[src/rtl/mem_arbiter.sv]
// Two-port (fetch/data) arbiter onto a single registered memory request channel.
// Optional fetch starvation guard is enabled by defining ARB_STARVE_GUARD_EN.
module mem_arbiter #(
    parameter int unsigned STARVE_LIMIT = 4
) (
    input  logic        clk,
    input  logic        rst_n,
    input  logic        i_req,
    input  logic [31:0] i_addr,
    output logic        i_gnt,
    output logic        i_rvalid,
    output logic [31:0] i_rdata,
    input  logic        d_req,
    input  logic        d_we,
    input  logic [3:0]  d_be,
    input  logic [31:0] d_addr,
    input  logic [31:0] d_wdata,
    output logic        d_gnt,
    output logic        d_rvalid,
    output logic [31:0] d_rdata,
    output logic        m_req,
    output logic        m_we,
    output logic [3:0]  m_be,
    output logic [31:0] m_addr,
    output logic [31:0] m_wdata,
    input  logic        m_ack,
    input  logic [31:0] m_rdata,
    output logic        busy
);

    typedef enum logic [1:0] {
        IDLE   = 2'd0,
        BUSY_I = 2'd1,
        BUSY_D = 2'd2
    } state_t;

    state_t state_reg, state_next;
    logic   grant_i, grant_d;
    logic   fetch_first;

`ifdef ARB_STARVE_GUARD_EN
    // Counts data grants that were taken while fetch was also waiting.
    logic [3:0] starve_cnt_reg, starve_cnt_next;

    always_comb begin
        starve_cnt_next = starve_cnt_reg;
        if (grant_i) begin
            starve_cnt_next = 4'd0;
        end else if (grant_d && i_req) begin
            starve_cnt_next = starve_cnt_reg + 4'd1;
        end
    end

    always_ff @(posedge clk or negedge rst_n) begin
        if (!rst_n) begin
            starve_cnt_reg <= 4'd0;
        end else begin
            starve_cnt_reg <= starve_cnt_next;
        end
    end

    assign fetch_first = (starve_cnt_reg >= 4'(STARVE_LIMIT));
`else
    // Strict data priority; a zero limit would mean fetch always wins.
    assign fetch_first = (STARVE_LIMIT == 0);
`endif

    always_comb begin
        grant_i    = 1'b0;
        grant_d    = 1'b0;
        state_next = state_reg;
        case (state_reg)
            IDLE: begin
                if (d_req && !(i_req && fetch_first)) begin
                    grant_d    = 1'b1;
                    state_next = BUSY_D;
                end else if (i_req) begin
                    grant_i    = 1'b1;
                    state_next = BUSY_I;
                end
            end
            BUSY_I, BUSY_D: begin
                if (m_ack) begin
                    state_next = IDLE;
                end
            end
            default: state_next = IDLE;
        endcase
    end

    always_ff @(posedge clk or negedge rst_n) begin
        if (!rst_n) begin
            state_reg <= IDLE;
        end else begin
            state_reg <= state_next;
        end
    end

    assign i_gnt = grant_i;
    assign d_gnt = grant_d;
    assign busy  = (state_reg != IDLE);

    // m_* hold their last command after completion; only m_req drops.
    always_ff @(posedge clk or negedge rst_n) begin
        if (!rst_n) begin
            m_req    <= 1'b0;
            m_we     <= 1'b0;
            m_be     <= 4'b0000;
            m_addr   <= 32'd0;
            m_wdata  <= 32'd0;
            i_rvalid <= 1'b0;
            d_rvalid <= 1'b0;
            i_rdata  <= 32'd0;
            d_rdata  <= 32'd0;
        end else begin
            i_rvalid <= 1'b0;
            d_rvalid <= 1'b0;
            if (grant_d) begin
                m_req   <= 1'b1;
                m_we    <= d_we;
                m_be    <= d_be;
                m_addr  <= d_addr;
                m_wdata <= d_wdata;
            end else if (grant_i) begin
                m_req   <= 1'b1;
                m_we    <= 1'b0;
                m_be    <= 4'b1111;
                m_addr  <= i_addr;
                m_wdata <= 32'd0;
            end else if (state_reg != IDLE && m_ack) begin
                m_req <= 1'b0;
                if (state_reg == BUSY_I) begin
                    i_rvalid <= 1'b1;
                    i_rdata  <= m_rdata;
                end else begin
                    d_rvalid <= 1'b1;
                    if (!m_we) begin
                        d_rdata <= m_rdata;
                    end
                end
            end
        end
    end

endmodule

[config.mk]
export PLATFORM = sky130hd
export DESIGN_NAME = mem_arbiter
export DESIGN_NICKNAME = d
export VERILOG_FILES = /design/src/rtl/mem_arbiter.sv
export SDC_FILE = /design/constraint.sdc
export NUM_CORES = 1
export LEC_CHECK = 0
export ABC_AREA = 1
export CAP_MARGIN = 20
export CORE_ASPECT_RATIO = 1.75
export CORE_UTILIZATION = 37
export CTS_CLUSTER_SIZE = 40
export DETAILED_ROUTE_END_ITERATION = 7
export GPL_TIMING_DRIVEN = 0
export PLACE_DENSITY = 0.8
export SLEW_MARGIN = 40
export SYNTH_ARGS = -nofsm -noshare
export SYNTH_HDL_FRONTEND = slang
export SYNTH_SLANG_ARGS = --single-unit
[constraint.sdc]
create_clock -name clk -period 1.5 [get_ports clk]
set_input_delay 0.45 -clock clk [delete_from_list [all_inputs] [get_ports clk]]
set_output_delay 0.45 -clock clk [all_outputs]
set_load 0.1 [all_outputs]
==> impl_metrics.toml <==
[timing]
layout_min_cycle_time_ns = 2.10
setup_viol = 156
period_share_pct = 140
hold_viol = 0
fmax_ghz = 0.476
slew_headroom_pct = 63.3
worst_pin_slew_ns = 0.550
rsz0062_at_grt = "yes"
worst_slack_ns = -0.602
finClkSkew_ns = 0.0187
drv_slew = 0
whs_ns = 0.493

[setup_path]
cp_max_fo = 2
required_ns = 1.05
worstSetupEndpointType = "output port"
cp_data_arrival_time_ns = 1.65
startpoint_type = "register"
crit_type = "register to output port"

[hold_path]
holdCritPathClass = "register to register"

[detailed_routing]
num_vias = 6860
firstDrtPassIters = 5
drt-total-wl_um = 29900
ant_nets = 0
routedWlPerCell_um = 23.0
vias_per_cell = 5.28
drt_iter0_markers = 371
drc = 0

[cts]
clkSlewWorstSetupHoldPaths_ns = 0.07
tritoncts = "built"
clock-sinks = 138
ctsRootBufferMaster = "clkbuf_16"
cts_inserted_buffers = 17
h-tree-depth = 4
clockBufferDepth = 2
insertion_delay_ns = 0.42

[grt]
antenna_found_initial = 1
grt_pass1_wl_um = 35500
grt.total_usage_pct = 30.0
grt_start_max_net_pins = 73
grt_pass1_vias = 6623
grt_overflow = 0

[logic_synthesis]
synthTopCellsByArea = "dfrtp_1, nand2_1, nand3_1"
yosys.area.top_type = "dfrtp_1"
syn_nets = 844
synth-warning-count = 0
synthesis.area_um2 = 5750
synth.avg_cell_area_um2 = 8.18
ys_seq_area_share_pct = 60.0
netlist.area_leader.share_pct = 60.0
yosysUniqueCellTypes = 17
netlist_instances = 703
ys_ff_latch = 138

[final_layout]
mostFrequentLayoutCells = "nand2_1, clkdlybuf4s50_1, dfrtp_1"
n_fill_cell = 821
nNetsFinal = 1241
area_growth_pct = 115
final_common_cell = "nand2_1"
drive_gt1_share_pct = 44.4

[placed_design]
portBuffers = 276
gp_congestion = 0.807
place_hpwl_um = 13200
dpl_worst_slack_ns = -1.07

[floorplan]
pin_count = 277
core_um2 = 15300
die_w_um = 96.3
dieHeight_um = 167
dieArea_um2 = 16100
start_util_pct = 37.6
fp-row-count = 60

[outcome]
violations = "setup timing"
status = "finished, violations left"

[job]
maxCapViolations = 0
## critical path, cell delays in order (launching register included)
cell and delay (ns):
dfrtp_1 0.39, inv_2 0.08, buf_6 0.11, ha_4 0.13
buf_6 0.10, nand2_4 0.05, nor2_4 0.18, buf_12 0.20
## kinds of logic (layout without fill, tap and decap cells)
kind of cell,count (synthesis),count (layout),share of synthesized area (%)
simple gates,513,513,34.6
flops,138,138,60.0
buf+inv,45,454,4.37
compound gates,4,4,0.348
fa+ha+maj,3,3,0.653
other cells,0,1,0
## timing repair
action                                  in CTS  in global routing
endpoints found under the hold margin       11                  0
endpoints found under the setup margin     276                226
pin swaps                                   39                 32
hold buffers                                 1                  0
buffers inserted                            52                 41
resized for setup                          499                291
cloned                                      17                  1
## synthesized netlist by cell type
cell type and count:
o21ai_0 4, clkbuf_1 3, nand2_1 460, nand3_1 34, ha_1 3, nand2_2 2
nor2_1 12, nand3_2 1, buf_4 4, nand4_1 1, nand3b_1 1, dfrtp_1 138
inv_2 3, buf_2 24, inv_1 6, buf_6 5, nor2_2 2
## final timing paths
check,from,endpoint,slack (ns),depth (start not counted)
max,state_reg[1],i_gnt,-0.60,7
min,m_wdata[10],m_wdata[10],0.49,2
max reg2reg,state_reg[1],d_rdata[10],-0.50,13
min reg2reg,m_wdata[10],m_wdata[10],0.49,2
max in group asynchronous,rst_n,m_we,0.14,3
min in group asynchronous,rst_n,d_rdata[17],0.57,2
## routing by layer
metal | up-vias | GRT usage, % | part of all wire, % | routed length [um]
met2 | 459 | 53.4 | 53 | 15900
met4 | 0 | 19.5 | 6.1 | 1830
met5 | - | 0 | 0 | 0
li1 | 2944 | - | - | -
met1 | 3331 | 29.0 | 33 | 9910
met3 | 126 | 8.49 | 7.7 | 2300
## metrics by stage
| stage | util, % | cells | setup TNS (ns) | area (um2) |
|---|---|---|---|---|
| after floorplan | - | 703 | -7.51 | 5820 |
| after global placement | 57.5 | 1165 | -892.39 | 8810 |
| after detailed placement | 53.2 | 1166 | -70.54 | 8150 |
| after CTS | 72.4 | 1267 | -54.69 | 11100 |
| after global routing | 80.7 | 1299 | -49.31 | 12400 |
| final | 80.7 | 1299 | -41.79 | 12400 |
## area by class of cell
cell class	count	area, um2	area share, %
antenna	1	2.50	0.0202
buffer	34	428	3.46
clock buffer	17	425	3.44
clock inverter	14	196	1.59
inverter	9	55.1	0.445
multi-input combinational	520	2750	22.3
sequential	138	3480	28.2
tap	186	233	1.88
timing repair buffer	380	4780	38.7
Power is left out: the tool's default activity adds up to more than one toggle a clock period on the data nets, which glitch-free logic cannot reach.
